## config.mk

```make
export PLATFORM = sky130hd
export DESIGN_NAME = dl_demux_stream
export DESIGN_NICKNAME = d
export VERILOG_FILES = /design/src/rtl/dl_pkg.sv /design/src/rtl/dl_pipe_reg.sv /design/src/rtl/dl_demux_stream.sv
export SDC_FILE = /design/constraint.sdc
export NUM_CORES = 1
export LEC_CHECK = 0
export BUFFER_PORTS_ARGS = -buffer_cell sky130_fd_sc_hd__clkbuf_2
export CAP_MARGIN = 0
export CORE_MARGIN = 2
export CORE_UTILIZATION = 46
export CTS_CLUSTER_DIAMETER = 60
export DETAILED_ROUTE_END_ITERATION = 10
export PLACE_DENSITY_LB_ADDON = 0.25
export RECOVER_POWER = 50
export SETUP_SLACK_MARGIN = 0.5
export SYNTH_ARGS = -nofsm -noshare
export SYNTH_HDL_FRONTEND = slang
export SYNTH_HIERARCHICAL = 1
export SYNTH_SLANG_ARGS = --single-unit
```

## constraint.sdc

```tcl
create_clock -name clk -period 1.54 [get_ports clk]
set_clock_uncertainty 0.1 [all_clocks]
set_input_delay 0.154 -clock clk [delete_from_list [all_inputs] [get_ports clk]]
set_output_delay 0.154 -clock clk [all_outputs]
set_load 0.1 [all_outputs]
```

## src/rtl/dl_pkg.sv

```systemverilog
// Shared definitions for the stream demultiplexer.
//   state_t : packet-tracking FSM state (IDLE = expecting a packet start,
//             LOCKED = mid-packet, destination held in lock_sel)
//   sel_w() : destination-select width for a given channel count
package dl_pkg;

    typedef enum logic {
        ST_IDLE   = 1'b0,
        ST_LOCKED = 1'b1
    } state_t;

    // At least one select bit, even for a two-channel demux.
    function automatic int sel_w(input int num_outs);
        return (num_outs > 2) ? $clog2(num_outs) : 1;
    endfunction

endpackage

```

## src/rtl/dl_pipe_reg.sv

```systemverilog
// One-entry valid/ready register slice.
// Ports:
//   clk, rst            : clock, synchronous active-high reset
//   i_data/i_valid      : upstream payload and valid
//   o_ready             : slice can take a beat this cycle
//   o_data/o_valid      : registered payload and valid
//   i_ready             : downstream accepts the held beat
// A new beat may load in the same cycle the held beat drains, so the
// slice sustains one beat per cycle.
module dl_pipe_reg #(
    parameter int WIDTH = 33
) (
    input  logic             clk,
    input  logic             rst,
    input  logic [WIDTH-1:0] i_data,
    input  logic             i_valid,
    output logic             o_ready,
    output logic [WIDTH-1:0] o_data,
    output logic             o_valid,
    input  logic             i_ready
);

    logic             r_valid;
    logic [WIDTH-1:0] r_data;

    assign o_ready = !r_valid || i_ready;
    assign o_valid = r_valid;
    assign o_data  = r_data;

    always_ff @(posedge clk) begin
        if (rst) begin
            r_valid <= 1'b0;
            r_data  <= '0;
        end else if (i_valid && o_ready) begin
            r_valid <= 1'b1;
            r_data  <= i_data;
        end else if (i_ready) begin
            r_valid <= 1'b0;
        end
    end

endmodule

```

## src/rtl/dl_demux_stream.sv

```systemverilog
// Packet-aware stream demultiplexer.
// Routes each packet (beats up to and including in_last) to the channel
// named by in_sel on its first beat. Packets aimed at a non-existent
// channel are accepted and discarded, with err_sel pulsing once per beat.
// Ports:
//   clk, rst                     : clock, synchronous active-high reset
//   in_data/in_valid/in_last     : input beat
//   in_sel                       : destination, sampled on first beat only
//   in_ready                     : input handshake
//   out_data/out_last/out_valid  : per-channel outputs, channel c at
//                                  out_data[c*NUM_BITS +: NUM_BITS]
//   out_ready                    : per-channel downstream accept
//   err_sel                      : illegal-destination drop pulse
module dl_demux_stream
    import dl_pkg::*;
#(
    parameter int NUM_BITS = 32,
    parameter int NUM_OUTS = 2,
    localparam int SEL_W = sel_w(NUM_OUTS)
) (
    input  logic                         clk,
    input  logic                         rst,
    input  logic [NUM_BITS-1:0]          in_data,
    input  logic                         in_valid,
    input  logic                         in_last,
    input  logic [SEL_W-1:0]             in_sel,
    output logic                         in_ready,
    output logic [NUM_OUTS*NUM_BITS-1:0] out_data,
    output logic [NUM_OUTS-1:0]          out_last,
    output logic [NUM_OUTS-1:0]          out_valid,
    input  logic [NUM_OUTS-1:0]          out_ready,
    output logic                         err_sel
);

    // Channel count widened by one bit so the select can be compared
    // against it even when NUM_OUTS is a power of two.
    localparam logic [SEL_W:0] NUM_OUTS_EXT = (SEL_W+1)'(NUM_OUTS);

    state_t           r_state;
    logic [SEL_W-1:0] r_lock_sel;
    logic             r_err_sel;

    logic [SEL_W-1:0]    w_active_sel;
    logic                w_sel_illegal;
    logic                w_dest_ready;
    logic                w_accept;
    logic [NUM_OUTS-1:0] w_ch_load;
    logic [NUM_OUTS-1:0] w_ch_ready;
    logic [NUM_BITS:0]   w_ch_payload [NUM_OUTS];

    assign w_active_sel  = (r_state == ST_LOCKED) ? r_lock_sel : in_sel;
    assign w_sel_illegal = ({1'b0, w_active_sel} >= NUM_OUTS_EXT);

    // Destination decode. An illegal select matches no channel, so ready
    // stays at its default of 1 and the beat is sunk.
    always_comb begin
        w_dest_ready = 1'b1;
        w_ch_load    = '0;
        for (int c = 0; c < NUM_OUTS; c++) begin
            if (w_active_sel == SEL_W'(c)) begin
                w_dest_ready = w_ch_ready[c];
                w_ch_load[c] = in_valid;
            end
        end
    end

    assign in_ready = w_dest_ready;
    assign w_accept = in_valid && w_dest_ready;
    assign err_sel  = r_err_sel;

    always_ff @(posedge clk) begin
        if (rst) begin
            r_state    <= ST_IDLE;
            r_lock_sel <= '0;
            r_err_sel  <= 1'b0;
        end else begin
            r_err_sel <= w_accept && w_sel_illegal;
            if (w_accept) begin
                case (r_state)
                    ST_IDLE: begin
                        if (!in_last) begin
                            r_state    <= ST_LOCKED;
                            r_lock_sel <= in_sel;
                        end
                    end
                    ST_LOCKED: begin
                        if (in_last) begin
                            r_state <= ST_IDLE;
                        end
                    end
                    default: r_state <= ST_IDLE;
                endcase
            end
        end
    end

    genvar gi;
    generate
        for (gi = 0; gi < NUM_OUTS; gi++) begin : g_ch
            dl_pipe_reg #(
                .WIDTH (NUM_BITS + 1)
            ) u_pipe_reg (
                .clk     (clk),
                .rst     (rst),
                .i_data  ({in_last, in_data}),
                .i_valid (w_ch_load[gi]),
                .o_ready (w_ch_ready[gi]),
                .o_data  (w_ch_payload[gi]),
                .o_valid (out_valid[gi]),
                .i_ready (out_ready[gi])
            );
            assign out_data[gi*NUM_BITS +: NUM_BITS] = w_ch_payload[gi][NUM_BITS-1:0];
            assign out_last[gi]                      = w_ch_payload[gi][NUM_BITS];
        end
    endgenerate

endmodule

```

==> impl_metrics.py, run 1 <==
metrics = {
    "outcome": {
        "status": "did not finish",
        "stop_stage": "5_1_grt",
        "error": "[ERROR DPL-0038] Utilization greater than 100%, impossible to legalize",
    },
    "die": {
        "die_h_um": 90.0,
        "start_util": 0.472,
        "pin_count": 109,
        "die_w_um": 90.0,
        "row_count": 31,
    },
    "synthesis": {
        "synth_edf_count": 0,
        "yosys_warnings": 6,
        "synthCells": 326,
        "yosysSeqAreaShare": 0.412,
        "ys_types": 23,
        "synthTopCellsByArea": "dfxtp_1, a21bo_1, a21oi_2",
        "synth_flop_cell": "dfxtp_1",
        "async_reset_ff_frac": 0,
        "yosysMostFrequentCell": "dfxtp_1",
        "synth_area_um2": 3400,
        "synth_top_area_cell": "dfxtp_1",
        "synth_area_per_cell_um2": 10.4,
        "netlist.area_leader.share": 0.412,
        "synth_nets": 365,
        "ys_ff_latch": 70,
        "yosys-top-cells-count": "dfxtp_1, a21bo_1, a21oi_2, nand3_1",
    },
    "placed_design": {
        "io_buffers": 107,
        "gp_congestion": 0.750,
        "dp_hpwl_um": 5100,
    },
    "cts": {
        "cts_root_buf": "clkbuf_8",
        "cts_sinks": 70,
        "numCtsBuffers": 9,
        "clk_path_buf_depth": 2,
        "cts_max_level": 3,
    },
    "global_route": {
        "grt_max_degree": 51,
    },
}
stage by stage:
step / cells / instance area [µm²] / util / worst slack, ns
global placement: 505 / 4080 / 0.566 / 0.0489
CTS: 597 / 6810 / 0.944 / -0.258
detailed placement: 505 / 4080 / 0.566 / 0.00727
floorplan: 326 / 3520 / - / -0.124
logic make-up after synthesis:
family	synth area share
other	0.00110
AO/OA/AOI/OAI	0.374
flip-flops	0.412
multiplexers	0.0107
buffers and inverters	0.0846
AND/OR/NAND/NOR	0.118
repair_timing:
item | 4_1_cts
endpoints found under the hold margin | 66
hold buffers | 35
gates cloned | 12
endpoints found under the setup margin | 139
setup buffers | 29
resized for setup | 248
pin swaps | 40
==> run 2: changes to the inputs <==
- CORE_UTILIZATION: 46 -> 34
- CTS_CLUSTER_DIAMETER: 60 -> unset
- PLACE_DENSITY_LB_ADDON: 0.25 -> 0.15
- SETUP_SLACK_MARGIN: 0.5 -> unset
- clock period: 1.54 -> 2 ns (I/O delays scaled with it)
==> run 2 against run 1 <==
Effect of this change:
- the flow now finishes without violations
- synthesized cell count stayed put
- synthesized area stayed put
==> impl_metrics.py, run 2 <==
metrics = {
    "setup_path": {
        "r2r_end": "g_ch[1].u_pipe_reg/o_data[29]$_SDFFE_PP0P_",
        "r2r_slack_ns": 0.29,
        "reg2regPathDepth": 5,
        "critPathMaxFanout": 3,
        "critPathSlowestCell": "dfxtp_1",
        "cp_cell_sequence": "mux2i_1 -> mux2_4 -> buf_12",
        "critPathArrivalTime_ns": 1.55,
        "crit_path_end_kind": "output port",
        "timing.rr.start": "r_state$_SDFFE_PP0P_",
        "cp_slowest_stage_delay_ns": 0.37,
        "worstSetupStartpointType": "flip-flop",
        "cp_top_family": "multiplexers",
        "critPathRequiredTime_ns": 1.70,
        "worstSetupPathType": "reg -> out",
        "cp.buffers_inverters": 1,
    },
    "placed_design": {
        "io_buffers": 107,
        "dp_hpwl_um": 5070,
        "dp_cells": 534,
        "pre_cts_slack_ns": 0.307,
        "gp_congestion": 0.720,
        "placed_cell_area_um2": 3940,
    },
    "cts": {
        "cts_root_buf": "clkbuf_8",
        "numCtsBuffers": 9,
        "cts_tree": "yes",
        "clock_latency_ns": 0.34,
        "cts_sinks": 70,
        "cts_max_level": 3,
        "clk_path_buf_depth": 2,
        "post_cts_buffers": 0,
        "path_clk_slew_ns": 0.07,
    },
    "final_layout": {
        "area_growth_pct": 26.3,
        "final_common_cell": "clkbuf_2",
        "utilization": 0.442,
        "diodes": 0,
        "final_cell_mix": "clkbuf_2, dfxtp_1, nand3_1, a21bo_1, a21oi_2",
        "largest_reg_flops": 66,
        "fin_cells": 569,
        "drive_above_1_share": 0.456,
        "multi_input_area_um2": 1710,
        "final_nets": 472,
        "seq_area_um2": 1400,
        "final_area_um2": 4300,
        "n_fill_cell": 967,
    },
    "hold_path": {
        "hp-start": "in_data[19]",
        "holdPathEnd": "g_ch[0].u_pipe_reg/o_data[19]$_SDFFE_PP0P_",
        "hp-class": "in -> reg",
        "whs_path_depth": 3,
    },
    "route": {
        "first_pass_iters": 4,
        "routed_via_density": 4.82,
        "ant_nets": 0,
        "wl_per_cell_um": 14.3,
        "drt_iter0_drc": 68,
        "vias": 2745,
        "routed_wl_um": 8120,
        "drc": 0,
    },
    "global_route": {
        "grt_overflow": 0,
        "grt_max_degree": 68,
        "grt_use_met2": 0.234,
        "top_usage_layer": "met2",
        "grt_pass1_wl_um": 13300,
        "grt_pass1_vias": 2616,
        "use_met3": 0.0489,
        "gr-usage-met1": 0.194,
        "antenna_found_initial": 0,
        "grtUsageTotal": 0.151,
    },
    "run": {
        "max-cap-violations": 0,
    },
    "sta": {
        "fin_tns_setup_ns": 0,
        "worst_slack_ns": 0.154,
        "worst_slew_pin_slew_ns": 0.559,
        "relSlewSlack": 0.629,
        "period_needed_ns": 1.85,
        "hold_slack_ns": 0.0197,
        "hold_violations": 0,
        "fmax_mhz": 542,
        "timing.final.max_slew_violations": 0,
        "setup_viol": 0,
        "final.period_utilization": 0.923,
        "rsz0062_at_grt": "no",
    },
    "synthesis": {
        "synth_edf_count": 0,
        "synth_top_family_by_area": "compound AO/OA/AOI/OAI gates",
        "synth_flop_cell": "dfxtp_1",
        "async_reset_ff_frac": 0,
        "synthCells": 326,
        "synth_nets": 365,
        "yosysMostFrequentCell": "dfxtp_1",
        "synthAdderAreaFrac": 0,
        "ys_types": 23,
        "synth_compound_area_frac": 0.374,
        "yosysSeqAreaShare": 0.412,
        "synth_xor_area_frac": 0,
        "synthTopCellsByArea": "dfxtp_1, a21bo_1, a21oi_2",
        "yosys_warnings": 6,
        "netlist.area_leader.share": 0.412,
        "synth_top_area_cell": "dfxtp_1",
        "synth_simple_gate_area_frac": 0.118,
        "synth_area_per_cell_um2": 10.4,
        "synthMuxAreaShare": 0.0107,
        "synth_area_um2": 3400,
        "yosys-top-cells-count": "dfxtp_1, a21bo_1, a21oi_2, nand3_1",
        "ys_ff_latch": 70,
    },
    "die": {
        "die_h_um": 104,
        "die_w_um": 104,
        "row_count": 36,
        "coreArea_um2": 9730,
        "pin_count": 109,
        "dieArea_um2": 10800,
        "start_util": 0.350,
    },
    "power_and_ir_drop": {
        "seq_power_share": 0.427,
        "vdd_ir_drop_max_uv": 398,
        "comb_power_share": 0.299,
        "swShare": 0.382,
        "clock_power_share": 0.275,
        "power_leakage_nw": 1.75,
        "internal_power_mw": 2.19,
        "p_sw_mw": 1.35,
        "power_mw": 3.54,
        "power_density_nw_per_um2": 823,
    },
    "outcome": {
        "status": "complete, no violations",
    },
}
==> run 2: cell counts after synthesis <==
No cell type changed its count.
==> run 2: worst max path at each step <==
stage          cells past startpoint                               startpoint  slack [ns]                                         end
2_1_floorplan                      5  g_ch[1].u_pipe_reg/o_valid$_SDFFE_PP0P_        0.08                        r_state$_SDFFE_PP0P_
3_3_place_gp                       5                     r_state$_SDFFE_PP0P_        0.36  g_ch[1].u_pipe_reg/o_data[22]$_SDFFE_PP0P_
3_5_place_dp                       5                     r_state$_SDFFE_PP0P_        0.31  g_ch[1].u_pipe_reg/o_data[22]$_SDFFE_PP0P_
4_1_cts                            3                     r_state$_SDFFE_PP0P_        0.12                                    in_ready
5_1_grt                            3  g_ch[1].u_pipe_reg/o_valid$_SDFFE_PP0P_        0.07                                    in_ready
6_report                           3                     r_state$_SDFFE_PP0P_        0.15                                    in_ready
==> run 2: worst min-delay path, cell delays in order <==
cell      delay [ns]
clkbuf_2        0.09
nand3_1         0.07
a21oi_2         0.05
==> run 2: power by group through the flow <==
stage / clock (mW) / sequential [mW] / combinational [mW]
after floorplan: 0 / 2.06 / 0.340
after global placement: 0 / 1.54 / 1.02
after detailed placement: 0 / 1.54 / 1.03
after CTS: 1.02 / 1.51 / 1.06
after global routing: 1.08 / 1.52 / 1.11
final: 0.972 / 1.51 / 1.06
==> run 2: cell families (layout without fill, tap and decap cells) <==
kind of cell / after synthesis / in the layout
other: 1 / 1
DFF: 70 / 70
and+or+nand+nor: 74 / 74
AOI/OAI and AO/OA: 137 / 137
muxes: 3 / 3
buffers and inverters: 41 / 151
==> run 2: final cells by class <==
class / instances / share of cell area
Clock inverter: 2 / 0.00233
Tap cell: 133 / 0.0387
Multi-Input combinational cell: 215 / 0.399
Sequential cell: 70 / 0.326
Clock buffer: 12 / 0.0338
Timing Repair Buffer: 135 / 0.199
Inverter: 2 / 0.00175
==> run 2: what timing repair did <==
| item | CTS | global route |
|---|---|---|
| hold endpoints to repair | 34 | 0 |
| hold buffers | 21 | 0 |
| gates resized for setup | 0 | 0 |
==> run 2: routing by layer <==
layer	vias to the layer above	share of wire
met1	1286	0.48
met5	-	0
met4	0	0.017
met3	11	0.063
met2	77	0.44
li1	1371	-
Note: power is estimated with default switching activity, not from simulation.
